File: config.mk
export PLATFORM = sky130hd
export DESIGN_NAME = serial_subtractor_ctrl
export DESIGN_NICKNAME = d
export VERILOG_FILES = /design/src/rtl/subtractor_pkg.sv /design/src/rtl/full_subtractor.sv /design/src/rtl/half_subtractor.sv /design/src/rtl/serial_subtractor_ctrl.sv
export SDC_FILE = /design/constraint.sdc
export NUM_CORES = 1
export LEC_CHECK = 0
export ABC_AREA = 1
export CORE_MARGIN = 5
export CORE_UTILIZATION = 52
export DETAILED_ROUTE_END_ITERATION = 10
export PLACE_DENSITY_LB_ADDON = 0.25
export SYNTH_ARGS = -nofsm -noshare
export SYNTH_HDL_FRONTEND = slang
export SYNTH_SLANG_ARGS = --single-unit
File: constraint.sdc
create_clock -name clk -period 1.4 [get_ports clk]
set_input_delay 0.42 -clock clk [delete_from_list [all_inputs] [get_ports clk]]
set_output_delay 0.42 -clock clk [all_outputs]
set_load 0.01 [all_outputs]
File: src/rtl/subtractor_pkg.sv
// subtractor_pkg
// Shared definitions for the subtractor family: the controller state
// encoding and the default operand width. Other subtractor blocks import
// this package so state values stay consistent across the family.
package subtractor_pkg;

  localparam int DEFAULT_WIDTH = 8;

  typedef enum logic [1:0] {
    IDLE  = 2'd0,
    SHIFT = 2'd1,
    DONE  = 2'd2
  } state_t;

endpackage

File: src/rtl/full_subtractor.sv
// full_subtractor
// One-bit full subtractor built from two half subtractors and an OR:
// the first stage computes a - b, the second subtracts the incoming borrow.
// At most one of the two stages can borrow, so OR-ing them gives bout.
// Ports:
//   a, b  : input  operand bits (a is minuend)
//   bin   : input  borrow in
//   diff  : output difference bit
//   bout  : output borrow out
module full_subtractor (
  input  logic a,
  input  logic b,
  input  logic bin,
  output logic diff,
  output logic bout
);

  logic d1;
  logic b1;
  logic b2;

  half_subtractor u_hs0 (
    .a    (a),
    .b    (b),
    .diff (d1),
    .bout (b1)
  );

  half_subtractor u_hs1 (
    .a    (d1),
    .b    (bin),
    .diff (diff),
    .bout (b2)
  );

  assign bout = b1 | b2;

endmodule

File: src/rtl/half_subtractor.sv
// half_subtractor
// One-bit half subtractor: diff = a - b, bout set when a borrow is needed.
// Ports:
//   a, b  : input  operand bits (a is minuend)
//   diff  : output difference bit
//   bout  : output borrow out
module half_subtractor (
  input  logic a,
  input  logic b,
  output logic diff,
  output logic bout
);

  assign diff = a ^ b;
  assign bout = ~a & b;

endmodule

File: src/rtl/serial_subtractor_ctrl.sv
// serial_subtractor_ctrl
// Bit-serial subtractor controller. Latches a and b on an accepted start,
// then feeds one full_subtractor cell LSB first for WIDTH cycles, carrying
// the borrow in a register. The difference is assembled in a shift register
// and copied to the output registers on the last shift, together with the
// final borrow, followed by a one-cycle done pulse.
// Ports:
//   clk        : input  rising-edge clock
//   rst        : input  asynchronous active-high reset
//   start      : input  request, only looked at in IDLE
//   a, b       : input  WIDTH-bit minuend / subtrahend, captured on accept
//   busy       : output high while shifting
//   done       : output one-cycle pulse when diff/borrow_out are updated
//   diff       : output registered a - b mod 2^WIDTH
//   borrow_out : output final borrow (a < b unsigned)
//   state_dbg  : output current FSM state, for observation only
//
// Handshake: start is a level request; the controller accepts it on any
// rising edge where it is in IDLE and start is high. Requests in SHIFT or
// DONE are dropped, not queued. done marks the single cycle in which a new
// result first appears; diff/borrow_out then hold until the next done.
module serial_subtractor_ctrl
  import subtractor_pkg::*;
#(
  parameter int WIDTH = DEFAULT_WIDTH
) (
  input  logic             clk,
  input  logic             rst,
  input  logic             start,
  input  logic [WIDTH-1:0] a,
  input  logic [WIDTH-1:0] b,
  output logic             busy,
  output logic             done,
  output logic [WIDTH-1:0] diff,
  output logic             borrow_out,
  output state_t           state_dbg
);

  localparam int CNT_W = $clog2(WIDTH);
  localparam logic [CNT_W-1:0] CNT_LAST = CNT_W'(WIDTH - 1);

  state_t             state_q, state_d;
  logic [WIDTH-1:0]   a_sr_q, a_sr_d;
  logic [WIDTH-1:0]   b_sr_q, b_sr_d;
  logic [WIDTH-1:0]   diff_sr_q, diff_sr_d;
  logic [WIDTH-1:0]   diff_q, diff_d;
  logic               br_q, br_d;
  logic               borrow_q, borrow_d;
  logic [CNT_W-1:0]   cnt_q, cnt_d;

  logic cell_d;
  logic cell_bo;

  full_subtractor u_cell (
    .a    (a_sr_q[0]),
    .b    (b_sr_q[0]),
    .bin  (br_q),
    .diff (cell_d),
    .bout (cell_bo)
  );

  always_comb begin
    state_d   = state_q;
    a_sr_d    = a_sr_q;
    b_sr_d    = b_sr_q;
    diff_sr_d = diff_sr_q;
    diff_d    = diff_q;
    br_d      = br_q;
    borrow_d  = borrow_q;
    cnt_d     = cnt_q;

    case (state_q)
      IDLE: begin
        if (start) begin
          a_sr_d    = a;
          b_sr_d    = b;
          diff_sr_d = '0;
          br_d      = 1'b0;
          cnt_d     = '0;
          state_d   = SHIFT;
        end
      end

      SHIFT: begin
        // New bit enters at the MSB so after WIDTH shifts bit 0 holds the LSB.
        diff_sr_d = {cell_d, diff_sr_q[WIDTH-1:1]};
        a_sr_d    = a_sr_q >> 1;
        b_sr_d    = b_sr_q >> 1;
        br_d      = cell_bo;
        cnt_d     = cnt_q + CNT_W'(1);
        // Exit on the last bit so cnt never has to reach WIDTH.
        if (cnt_q == CNT_LAST) begin
          diff_d   = {cell_d, diff_sr_q[WIDTH-1:1]};
          borrow_d = cell_bo;
          state_d  = DONE;
        end
      end

      DONE: begin
        state_d = IDLE;
      end

      default: begin
        state_d = IDLE;
      end
    endcase
  end

  always_ff @(posedge clk or posedge rst) begin
    if (rst) begin
      state_q   <= IDLE;
      a_sr_q    <= '0;
      b_sr_q    <= '0;
      diff_sr_q <= '0;
      diff_q    <= '0;
      br_q      <= 1'b0;
      borrow_q  <= 1'b0;
      cnt_q     <= '0;
    end else begin
      state_q   <= state_d;
      a_sr_q    <= a_sr_d;
      b_sr_q    <= b_sr_d;
      diff_sr_q <= diff_sr_d;
      diff_q    <= diff_d;
      br_q      <= br_d;
      borrow_q  <= borrow_d;
      cnt_q     <= cnt_d;
    end
  end

  // Status outputs decode the state register directly, so they are glitch-free
  // and busy/done are mutually exclusive by construction.
  assign busy       = (state_q == SHIFT);
  assign done       = (state_q == DONE);
  assign diff       = diff_q;
  assign borrow_out = borrow_q;
  assign state_dbg  = state_q;

endmodule

* After elaboration in Yosys (flattened, before gate mapping)
Cells that the tools add are included.
Word-level totals: input port bits 19, ROM bits 0, memories 0, memory bits (writable) 0, latch bits 0, flip-flop bits (word level) 39
Operators by class: add/subtract/negate cells 1, multiplexer cells 13, $mul 0, shift operators 0, reductions and logical operators 5, bitwise gates (word level) 7, order comparisons 0, equal/unequal tests 5, divide/modulo/power cells 0
Operators with widths (count):
- 8-bit case mux with 2 select lines | 3
- 8-bit two-way mux | 3
- 3-bit case mux with 2 select lines | 1
- 2-bit AND reduction | 3
- 2-bit two-way mux | 2
- 2-bit case mux with 2 select lines | 1
- 3-bit by 1-bit adder with 3-bit output (second input constant) | 1
- 3-bit equality test (second input constant) | 1
- 3-bit two-way mux | 1
- 1-bit bitwise AND | 2
- 2-bit by 1-bit equality test with 1-bit output (second input constant) | 1
- 2-bit equality test (second input constant) | 1
- 2-bit zero test | 1
- 2-bit by 1-bit != test with 1-bit output (second input constant) | 1
- 2-bit != test (second input constant) | 1
- 1-bit inverter | 2
- 1-bit case mux with 2 select lines | 1
- 2-bit nonzero test | 1
- 1-bit XOR | 2
- 1-bit two-way mux | 1
- 1-bit OR | 1

* Logic depth before layout (Yosys ltp)
depth in word-level cells 5, mapped depth 7, depth with buffers taken out 6

* Cells and area by module
Synthesis repeated with hierarchy kept, for this count alone.
Unflattened totals: cell total of the unflattened synthesis 222, area, all modules 1833.0 um2
Modules (own cells, without submodules):
- serial_subtractor_ctrl | instances 1, cells each 213, area an instance 1781.7 um2
- half_subtractor | instances 2, cells each 3, area an instance 20.0 um2
- full_subtractor | instances 1, cells each 3, area an instance 11.3 um2

* Worst setup path before layout
Ideal clock, no wire load.
path type flip-flop to output port, start register state_q[1], in the netlist state_dbg[1], end output port done, data arrival time 0.925 ns, slack 0.055 ns, required time 0.980 ns, stages on the path, launching flop included 4, path through dfrtp_1 inv_4 buf_2 nor2_1
Between the ends: cells in the longest elaborated chain, start to end 1
Ends and longest elaborated chain:
- from (decl) | line serial_subtractor_ctrl.sv:42 | state_t state_q, state_d;
- from (signal assigned) | line serial_subtractor_ctrl.sv:120 | state_q <= state_d;
- 2-bit equality test | line serial_subtractor_ctrl.sv:134 | assign done = (state_q == DONE);
- to (decl) | line serial_subtractor_ctrl.sv:33 | output logic done,
Every way passes these cells.

* Worst setup path in the final report
Same ends and word-level chain as after synthesis.

==> flow_summary.yaml <==
floorplan:
  die_x_um: 70.6
  start_util: 0.529
  num_rows: 22
  ioPinCount: 32
  fp.dieH_um: 70.6
  core-area_um2: 3610
  die_area_um2: 4980
sta:
  fin_crit_sh: 1.05
  period_needed_ns: 1.47
  fin_skew_ns: 0.00344
  max_freq_mhz: 679
  hold_viol_final: 0
  slew_headroom: 0.860
  worstMarginPinSlew_ns: 0.210
  setup-violations-final: 2
  whs_ns: 0.478
  rsz0062_at_grt: "yes"
  drv_slew: 0
  fin_ws_ns: -0.0734
  setup_tns_ns: -0.138
power:
  finalPower_uw: 5230
  power_density_nw_per_um2: 2050
  ir_drop_mv: 1.36
  p_leak_uw: 0.00135
clock_network:
  cts-buffers-inserted: 5
  cts_tree: "done"
  htreeDepth: 2
  clk_pin_slew_worst_paths_ns: 0.07
  root_buffer: "clkbuf_8"
  cts_sinks: 38
  clkLatencyLatePin_ns: 0.28
  clk_path_buf_depth: 2
  postCtsHoldBufs: 0
final_layout:
  final_util: 0.708
  nNetsFinal: 292
  antenna_cells: 0
  area_growth_pct: 33.7
  drive_gt1_frac: 0.269
logic_synthesis:
  ys_ff_latch: 38
  synthSimpleGateAreaFrac: 0.267
  yosysSeqAreaShare: 0.498
  yosysWarnings: 0
  yosysUniqueCellTypes: 23
  synth_compound_area_frac: 0.0799
  syn_area_um2: 1910
  synthAdderAreaFrac: 0.0236
  synthMuxAreaShare: 0
  synth_cells: 214
  synth_xor_area_frac: 0
  avgSynthCellArea_um2: 8.92
  syn-num-nets: 236
  synth_top_family_by_area: "simple AND/OR/NAND/NOR gates"
grt:
  grt_pass1_vias: 1386
  gr-usage-met2: 0.248
  use_met1: 0.224
  antenna_found_initial: 0
  busiest_layer: "met2"
  grt_max_degree: 39
  grt_usage: 0.163
  grt_pass1_wl_mm: 6.51
  grt_overflow: 0
  grt_use_met3: 0.0440
critical_path:
  crit_path_top_delay_cell: "dfrtp_2"
  path_max_fanout: 3
  startpoint_type: "flop"
  worstSetupEndpointType: "primary output"
  path_class: "flop to primary output"
  critical-path-max-stage-delay_ns: 0.44
  crit_buf_inv: 3
  crit_family: "flip-flops"
  worst-endpoint-required_ns: 0.98
  crit_chain: "buf_6 > inv_6 > nor2_4 > buf_6"
  crit_top_cell: "buf_6"
  cp.arrival_ns: 1.05
place:
  dp_hpwl_mm: 2.62
  portBuffers: 31
  routabilityCongestion: 0.745
drt:
  drc: 0
  vias_per_cell: 4.66
  ant_nets: 0
  drt-total-wl_mm: 3.79
  drt_first_iter_violations: 100
  dr.pass1.iters: 4
  avgRoutedWirePerCell_um: 11.9
  vias: 1485
min_path:
  worstHoldPathType: "flop to flop"
outcome:
  violations: "setup timing"
  outcome: "complete, but fails checks"
job:
  cap_viol_max_count: 0
## tightest hold or removal path: stages, from the launching register on
cell and delay [ns]:
dfrtp_1 0.34, nand2_1 0.06, o21ai_2 0.05
## cells by family after synthesis
family | after synthesis
AND/OR/NAND/NOR | 104
buffers and inverters | 49
flip-flops | 38
AO/OA/AOI/OAI | 20
adder cells (fa/ha/maj) | 3
## layout make-up
cell class / instances / area [µm²]
Fill cell: 284 / 1050
Multi-Input combinational cell: 127 / 716
Inverter: 40 / 165
Clock inverter: 1 / 5.00
Tap cell: 48 / 60.1
Clock buffer: 7 / 86.3
Timing Repair Buffer: 58 / 569
Sequential cell: 38 / 952
## sequential cells by signal (all words and copies together) (netlist names)
name and count:
a_sr_q 8, b_sr_q 8, cnt_q 3, borrow_out 1, diff 8, br_q 1
diff_sr_q 7, state_dbg 2
## cell usage after synthesis (all sizes together)
| cell type | count | area [µm²] |
|---|---|---|
| a21oi | 2 | 10.0 |
| buf | 9 | 90.1 |
| dfrtp | 38 | 951 |
| fa | 1 | 20.0 |
| ha | 2 | 25.0 |
| inv | 40 | 160 |
| nand2 | 70 | 335 |
| nand3 | 28 | 140 |
| nand4 | 1 | 6.26 |
| nor2 | 4 | 22.5 |
| o21ai | 18 | 143 |
| or2 | 1 | 6.26 |
## layer usage
| layer | wire length, µm | up-vias |
|---|---|---|
| met5 | 0 | - |
| met4 | 72 | 0 |
| met3 | 206 | 7 |
| met2 | 1880 | 33 |
| met1 | 1630 | 679 |
| li1 | - | 766 |
## worst paths after layout
kind / from / to / slack, ns / cells after the start
hold reg to reg: diff[1] / diff[1] / 0.48 / 2
setup reg to reg: state_dbg[0] / diff[5] / 0.07 / 8
setup / recovery: state_dbg[1] / done / -0.07 / 4
hold / removal: diff[1] / diff[1] / 0.48 / 2
max in group asynchronous: rst / state_dbg[1] / 0.71 / 3
min in group asynchronous: rst / cnt_q[2] / 0.49 / 3
## through the flow
step / area (µm²) / setup slack [ns] / instances
after CTS: 2450 / -0.0754 / 308
after global placement: 2340 / -0.165 / 297
after global routing: 2550 / -0.123 / 319
after detailed placement: 2340 / -0.176 / 297
after floorplan: 1910 / 0.0548 / 214
final: 2550 / -0.0734 / 319
## power breakdown
group / internal (µW) / switching [µW] / leakage, µW
registers: 1600 / 269 / 0.000471
logic: 1250 / 1360 / 0.000833
clock network: 397 / 362 / 0.0000482
total: 3240 / 1990 / 0.00135
## placed cells by master, fill, tap and decap left out, drive strengths merged, types with 4 or more instances in the layout
master	instances
inv	40
clkbuf	7
nand3	28
o21ai	18
dfrtp	38
nor2	4
nand2	70
dlygate4sd2	8
buf	31
clkdlybuf4s50	18
## repair_timing
action | CTS | global route
gates resized for setup | 31 | 8
pin swaps | 1 | 3
endpoints found under the setup margin | 13 | 34
buffers inserted | 3 | 11
hold endpoints to repair | 0 | 0
Power figures use the tool's default switching activity.
